===== config.mk =====
export PLATFORM = sky130hd
export DESIGN_NAME = cram_page_ctrl
export DESIGN_NICKNAME = d
export VERILOG_FILES = /design/src/rtl/cram_pkg.sv /design/src/rtl/cram_timer.sv /design/src/rtl/cram_page_ctrl.sv
export SDC_FILE = /design/constraint.sdc
export NUM_CORES = 1
export LEC_CHECK = 0
export BUFFER_PORTS_ARGS = -buffer_cell sky130_fd_sc_hd__buf_4
export CORE_ASPECT_RATIO = 1.5
export CORE_MARGIN = 4
export CORE_UTILIZATION = 34
export DETAILED_ROUTE_END_ITERATION = 12
export PLACE_DENSITY = 0.65
export SLEW_MARGIN = 20
export SYNTH_ARGS = -nofsm -noshare
export SYNTH_HDL_FRONTEND = slang
export SYNTH_SLANG_ARGS = --single-unit

===== constraint.sdc =====
create_clock -name Clock -period 2.7 [get_ports Clock]
set_input_delay 0.27 -clock Clock [delete_from_list [all_inputs] [get_ports Clock]]
set_output_delay 0.27 -clock Clock [all_outputs]
set_load 0.02 [all_outputs]

===== src/rtl/cram_pkg.sv =====
// Shared encodings for the CellularRAM page-mode controller: commands, FSM states,
// and the register-select codes placed on the top address bits for config writes.
package cram_pkg;

    localparam logic [1:0] CMD_READ  = 2'b00;
    localparam logic [1:0] CMD_WRITE = 2'b01;
    localparam logic [1:0] CMD_RCR   = 2'b10;
    localparam logic [1:0] CMD_BCR   = 2'b11;

    localparam logic [2:0] ST_IDLE  = 3'd0;
    localparam logic [2:0] ST_ARD   = 3'd1;
    localparam logic [2:0] ST_PRD   = 3'd2;
    localparam logic [2:0] ST_AWR   = 3'd3;
    localparam logic [2:0] ST_RECOV = 3'd4;

    localparam logic [1:0] CR_SEL_RCR = 2'b00;
    localparam logic [1:0] CR_SEL_BCR = 2'b10;

    function automatic logic is_cfg_cmd(input logic [1:0] cmd);
        return cmd == CMD_RCR || cmd == CMD_BCR;
    endfunction

endpackage


===== src/rtl/cram_timer.sv =====
// Loadable down-counter that times each CRAM access phase; saturates at zero.
// load wins over hold; hold freezes the count so a stalled read keeps its position.
module cram_timer #(
    parameter int W = 3
) (
    input  logic         Clock,
    input  logic         aReset,
    input  logic         load,
    input  logic [W-1:0] load_val,
    input  logic         hold,
    output logic         zero
);

    logic [W-1:0] cnt;

    always_ff @(posedge Clock or posedge aReset) begin
        if (aReset)
            cnt <= '0;
        else if (load)
            cnt <= load_val;
        else if (!hold && cnt != '0)
            cnt <= cnt - W'(1);
    end

    assign zero = (cnt == '0);

endmodule


===== src/rtl/cram_page_ctrl.sv =====
// CellularRAM controller: page-mode burst reads, async writes and RCR/BCR config writes.
// A zero-length read completes at once with err; reads pause at the sample point while rd_stall is high.
module cram_page_ctrl #(
    parameter int ADDR_W     = 23,
    parameter int DATA_W     = 16,
    parameter int PAGE_WORDS = 16,
    parameter int LEN_W      = 8,
    parameter int T_ASYNC    = 7,
    parameter int T_PAGE     = 2,
    parameter int T_WRITE    = 7,
    parameter int T_REC      = 1
) (
    input  logic              Clock,
    input  logic              aReset,
    input  logic              req_valid,
    output logic              req_ready,
    input  logic [1:0]        req_cmd,
    input  logic [ADDR_W-1:0] req_addr,
    input  logic [LEN_W-1:0]  req_len,
    input  logic [DATA_W-1:0] wr_data,
    input  logic              rd_stall,
    output logic              rd_valid,
    output logic [DATA_W-1:0] rd_data,
    output logic              done,
    output logic              err,
    output logic              busy,
    output logic [ADDR_W-1:0] cram_addr,
    output logic              cram_ce_n,
    output logic              cram_oe_n,
    output logic              cram_we_n,
    output logic              cram_cre,
    output logic [DATA_W-1:0] cram_dq_out,
    output logic              cram_dq_oe,
    input  logic [DATA_W-1:0] cram_dq_in
);

    import cram_pkg::*;

    localparam int PG_BITS = $clog2(PAGE_WORDS);
    localparam int T_MAX_A = (T_ASYNC > T_PAGE) ? T_ASYNC : T_PAGE;
    localparam int T_MAX_B = (T_WRITE > T_REC) ? T_WRITE : T_REC;
    localparam int T_MAX   = (T_MAX_A > T_MAX_B) ? T_MAX_A : T_MAX_B;
    localparam int TMR_W   = $clog2(T_MAX) + 1;

    logic [2:0]        state, state_nxt;
    logic [1:0]        cmd_q;
    logic [LEN_W-1:0]  cnt_q;
    logic [DATA_W-1:0] wdata_q;

    logic              tmr_load, tmr_hold, tmr_zero;
    logic [TMR_W-1:0]  tmr_val;

    logic              accept, zero_len, rd_phase, capture, page_wrap, last_word;
    logic [ADDR_W-1:0] addr_inc, addr_start;

    assign accept    = req_valid && req_ready;
    assign zero_len  = (req_cmd == CMD_READ) && (req_len == '0);
    assign rd_phase  = (state == ST_ARD) || (state == ST_PRD);
    assign capture   = rd_phase && tmr_zero && !rd_stall;
    assign last_word = (cnt_q == LEN_W'(1));
    assign addr_inc  = cram_addr + ADDR_W'(1);
    assign page_wrap = (addr_inc[PG_BITS-1:0] == '0);
    assign tmr_hold  = rd_phase && tmr_zero && rd_stall;

    // Config writes steer the register select onto the top two address bits.
    always_comb begin
        addr_start = req_addr;
        if (req_cmd == CMD_RCR)
            addr_start = {CR_SEL_RCR, req_addr[ADDR_W-3:0]};
        else if (req_cmd == CMD_BCR)
            addr_start = {CR_SEL_BCR, req_addr[ADDR_W-3:0]};
    end

    always_comb begin
        state_nxt = state;
        tmr_load  = 1'b0;
        tmr_val   = '0;
        case (state)
            ST_IDLE: begin
                if (accept && !zero_len) begin
                    tmr_load = 1'b1;
                    if (req_cmd == CMD_READ) begin
                        state_nxt = ST_ARD;
                        tmr_val   = TMR_W'(T_ASYNC - 1);
                    end else begin
                        state_nxt = ST_AWR;
                        tmr_val   = TMR_W'(T_WRITE - 1);
                    end
                end
            end
            ST_ARD, ST_PRD: begin
                if (capture) begin
                    tmr_load = 1'b1;
                    if (last_word) begin
                        state_nxt = ST_RECOV;
                        tmr_val   = TMR_W'(T_REC - 1);
                    end else if (page_wrap) begin
                        state_nxt = ST_ARD;
                        tmr_val   = TMR_W'(T_ASYNC - 1);
                    end else begin
                        state_nxt = ST_PRD;
                        tmr_val   = TMR_W'(T_PAGE - 1);
                    end
                end
            end
            ST_AWR: begin
                if (tmr_zero) begin
                    state_nxt = ST_RECOV;
                    tmr_load  = 1'b1;
                    tmr_val   = TMR_W'(T_REC - 1);
                end
            end
            ST_RECOV: begin
                if (tmr_zero)
                    state_nxt = ST_IDLE;
            end
            default: begin
                state_nxt = ST_RECOV;
                tmr_load  = 1'b1;
                tmr_val   = TMR_W'(T_REC - 1);
            end
        endcase
    end

    cram_timer #(.W(TMR_W)) u_timer (
        .Clock    (Clock),
        .aReset   (aReset),
        .load     (tmr_load),
        .load_val (tmr_val),
        .hold     (tmr_hold),
        .zero     (tmr_zero)
    );

    always_ff @(posedge Clock or posedge aReset) begin
        if (aReset) begin
            state     <= ST_IDLE;
            cmd_q     <= CMD_READ;
            cnt_q     <= '0;
            wdata_q   <= '0;
            cram_addr <= '0;
            rd_data   <= '0;
            rd_valid  <= 1'b0;
            done      <= 1'b0;
            err       <= 1'b0;
        end else begin
            state    <= state_nxt;
            rd_valid <= capture;
            done     <= ((state == ST_RECOV) && tmr_zero) || (accept && zero_len);
            err      <= accept && zero_len;
            if (accept) begin
                cmd_q   <= req_cmd;
                cnt_q   <= req_len;
                wdata_q <= wr_data;
                // A zero-length read never touches the bus, so the address is left alone.
                if (!zero_len)
                    cram_addr <= addr_start;
            end
            if (capture) begin
                rd_data <= cram_dq_in;
                cnt_q   <= cnt_q - LEN_W'(1);
                if (!last_word)
                    cram_addr <= addr_inc;
            end
        end
    end

    assign req_ready   = (state == ST_IDLE);
    assign busy        = (state != ST_IDLE);
    assign cram_ce_n   = !(rd_phase || state == ST_AWR);
    assign cram_oe_n   = !rd_phase;
    assign cram_we_n   = (state != ST_AWR);
    assign cram_cre    = (state == ST_AWR) && is_cfg_cmd(cmd_q);
    assign cram_dq_oe  = (state == ST_AWR) && (cmd_q == CMD_WRITE);
    assign cram_dq_out = wdata_q;

endmodule


==> results.md <==
* Outcome: finished clean
* Commonest non-fill, non-tap cell in the layout: sky130_fd_sc_hd__buf_4
* Proportion of synthesized flip-flops having asynchronous set or reset at 100%
* R2r setup slk at between 0.2 and 0.25 ns
* Endpoint arrival time on the critical path at roughly 2.7 ns
* Max FO, Critical Path at 12
* Total of endpoints with negative setup slack in the final report at 0
* Top library cells by usage in the layout, fill and taps aside: 143 x sky130_fd_sc_hd__buf_4, 127 x sky130_fd_sc_hd__nand2_1, 75 x sky130_fd_sc_hd__dfrtp_1, 37 x sky130_fd_sc_hd__nor2_1
* Syn_nets at between 500 and 600
* Number of hold violations in the final report at 0
* Proportion of netlist area held by the largest area contributor at between 40% and 50%
* Total clock sinks at 75
* Detailed-routing iteration count for the pre-antenna-repair pass at 5
* Normalized max-slew margin at around 44%
* R2R cell count at 7
* Critical path endpoint category: flop
* Largest clock skew in the final design at between 0.006 and 0.007 ns
* Number of buffers created by CTS at 9
* Number of synthesis warnings at 0
* Launch point of the worst path: u_timer.cnt[0]
* IO Pins at 134
* Total standard cell area after synthesis at about 0.0039 mm2
* Number of rows in the core area at 47
* Worst hold-check path type: input port to async pin
* Total via count after detailed routing at between 3000 and 4000
* Endpoint of the most critical register-to-register path: cram_addr[21]
* Global-route wire length before repair at between 15000 and 20000 um
* Std-Cell Core Area at ~0.011 mm2
* Synthesized area per cell at around 8.9 um2
* Die boundary height at 139 um
* Post-DR vias/cell at about 5.2
* Tcrit/Tclk final at slightly above 90%
* Cell count after synthesis at 437
* Unrepaired setup endpoints after global routing: no
* Design Area, Final at between 0.005 and 0.006 mm2
* Post-synth EDFFs at 0
* Routability-driven placement congestion ratio at ~0.91
* Total GRT Usage at between 10% and 20%
* Fmax at between 400 and 500 MHz
* Clock tree from TritonCTS: built
* Kind of critical path: flop to flop
* HPWL after DPL at around 8700 um
* Number of setup buffers added after CTS at 0
* Remaining antenna violation count after routing at 0
* Crit-path cells: inv_1 -> ha_1 -> nor3b_2 -> nand3_1 -> nor2_1 -> nand2_1 -> o221a_2
* Post-placement cell area at between 0.005 and 0.006 mm2
* Worst VDD drop at around 0.00049 V
* Slowest Stage Delay on Critical Path at 0.67 ns
* Number of nets in the final layout at 648
* Count of unique library cells instantiated by Yosys at between 60 and 70
* Antenna fix cells at 0
* Most area-hungry cell type in the Yosys netlist: sky130_fd_sc_hd__dfrtp_1
* Final count of pins violating max slew at 0
* Register bit count reported by yosys at between 70 and 80
* Initial Utilization at 34.8%
* Maximum root-to-sink buffer count at 2
* Library cell used as clock root buffer: sky130_fd_sc_hd__clkbuf_16
* Post-CTS Resized at 0
* Cell count after placement at between 700 and 800
* Top post-synthesis cells by area: sky130_fd_sc_hd__dfrtp_1 48%, sky130_fd_sc_hd__nand2_1 12%, sky130_fd_sc_hd__nor2_1 3.6%
* Relative area change from synthesis to final layout at 38.4%
* Total negative slack for setup checks at 0 ns
* Die width at 95.1 um
* Critical-path cell with the highest stage delay: sky130_fd_sc_hd__nor2_1
* Reported leakage power at 2.61 nW
* Via count of the first global-routing pass at ~3800
* Total power at 6.45 mW
* Fraction of the yosys area taken by sequential cells at between 40% and 50%
* Initial DRC Count at 184
* H-Tree Level Count at 3
* Total Routed Length at approximately 12000 um
* Shortest clock period the worst path allows after layout at between 2 and 2.5 ns
* Fin cells at between 700 and 800
* Total of hold buffers inserted after clock tree synthesis at 0
* Layout cells sized above 1 at approximately a third
* Final routed wire length divided by cell count at about 16 um
* Total die area at around 0.013 mm2
* Number of max-cap violations at 0
* Drt drc at 0
* Sum of overflow across all layers after global routing at 0
* Crit path launch type: flop
* Clock slew seen by the registers of the worst setup and hold paths at ~0.060 ns
* Launch instance of the worst register-to-register path: u_timer.cnt[0]
* Data required time at the worst endpoint at between 2 and 3 ns
* Prevailing post-synth register cell: sky130_fd_sc_hd__dfrtp_1
* Number of buffers added on ports at between 100 and 150
* Measured slew at the worst slew-check pin at around 0.83 ns
* Critical Path Sink: cram_addr[21]
* Initial antenna violation count at 0
* Areal power density over the cells at ~1200 mW/mm2
* Clock latency on the worst-skew pair at around 0.34 ns
* Maximum number of pins on one net before global-route repair at 32
-- registers in the layout, summed over array words and instances, names as in the netlist --
signal	count
cmd_q	2
u_timer.cnt	4
err	1
rd_data	16
cnt_q	8
state	3
rd_valid	1
cram_dq_out	16
cram_addr	23
done	1
-- metrics by stage --
| step | hold slack [ns] | util (%) | worst slack [ns] |
|---|---|---|---|
| floorplan | 0.375 | - | 0.520 |
| global placement | 0.434 | 45.5 | 0.340 |
| detailed placement | 0.443 | 45.5 | 0.243 |
| CTS | 0.0756 | 48.2 | 0.246 |
| global route | 0.102 | 48.2 | 0.0502 |
| finish | 0.0523 | 48.2 | 0.228 |
-- cells by family after synthesis --
| family | share of synthesized area [%] |
|---|---|
| xor+xnor | 0.452 |
| simple gates | 27.7 |
| buf+inv | 4.30 |
| flops | 48.5 |
| mux | 0.258 |
| fa+ha+maj | 1.94 |
| compound gates | 16.9 |
-- worst min path at each step --
stage / startpoint / endpoint / slack (ns) / depth (start not counted)
detailed placement: aReset / rd_data[14] / 0.44 / 2
global route: aReset / rd_data[10] / 0.10 / 2
floorplan: req_cmd[0] / cmd_q[0] / 0.38 / 2
finish: aReset / rd_data[14] / 0.05 / 2
global placement: aReset / rd_data[10] / 0.43 / 2
CTS: aReset / cram_addr[16] / 0.08 / 2
-- worst max-delay path, delay by kind of cell (launching register included) --
kind                     cells  cell delay (ns)
adder cells (fa/ha/maj)      1             0.18
buffers and inverters        1             0.09
flip-flops                   1             0.40
AO/OA/AOI/OAI                1             0.33
AND/OR/NAND/NOR              4             1.36
-- synthesized netlist by cell type, drive strengths merged (5+ instances only) --
library cell	n
o21ai	18
nor2	37
nand4	7
a211oi	5
a21oi	17
nand3	12
clkbuf	6
ha	6
nand2	127
inv	16
buf	13
o221a	9
nor3	14
dfrtp	75
-- layout make-up --
type | instances | area (um2)
multi-input cells | 326 | 1840
fillers | 1092 | 5750
inverters | 17 | 63.8
well taps | 147 | 184
repair buffers | 144 | 1090
flip-flops and latches | 75 | 1880
clock inverters | 4 | 48.8
clock buffers | 12 | 256
-- power by group --
part / switching, mW / total (mW) / internal (mW)
clock network: 0.474 / 1.24 / 0.765
logic: 1.73 / 3.06 / 1.32
registers: 0.509 / 2.15 / 1.65
total: 2.71 / 6.45 / 3.74
-- layer usage --
metal  share of wire, %  track usage [%]  vias up
met3                6.7             4.67       17
met2                 52             30.3      131
met5                  0                0        -
met1                 39             20.8     1793
li1                   -                -     1800
met4                1.9             7.22        0
(Power assumes the default switching activity.)
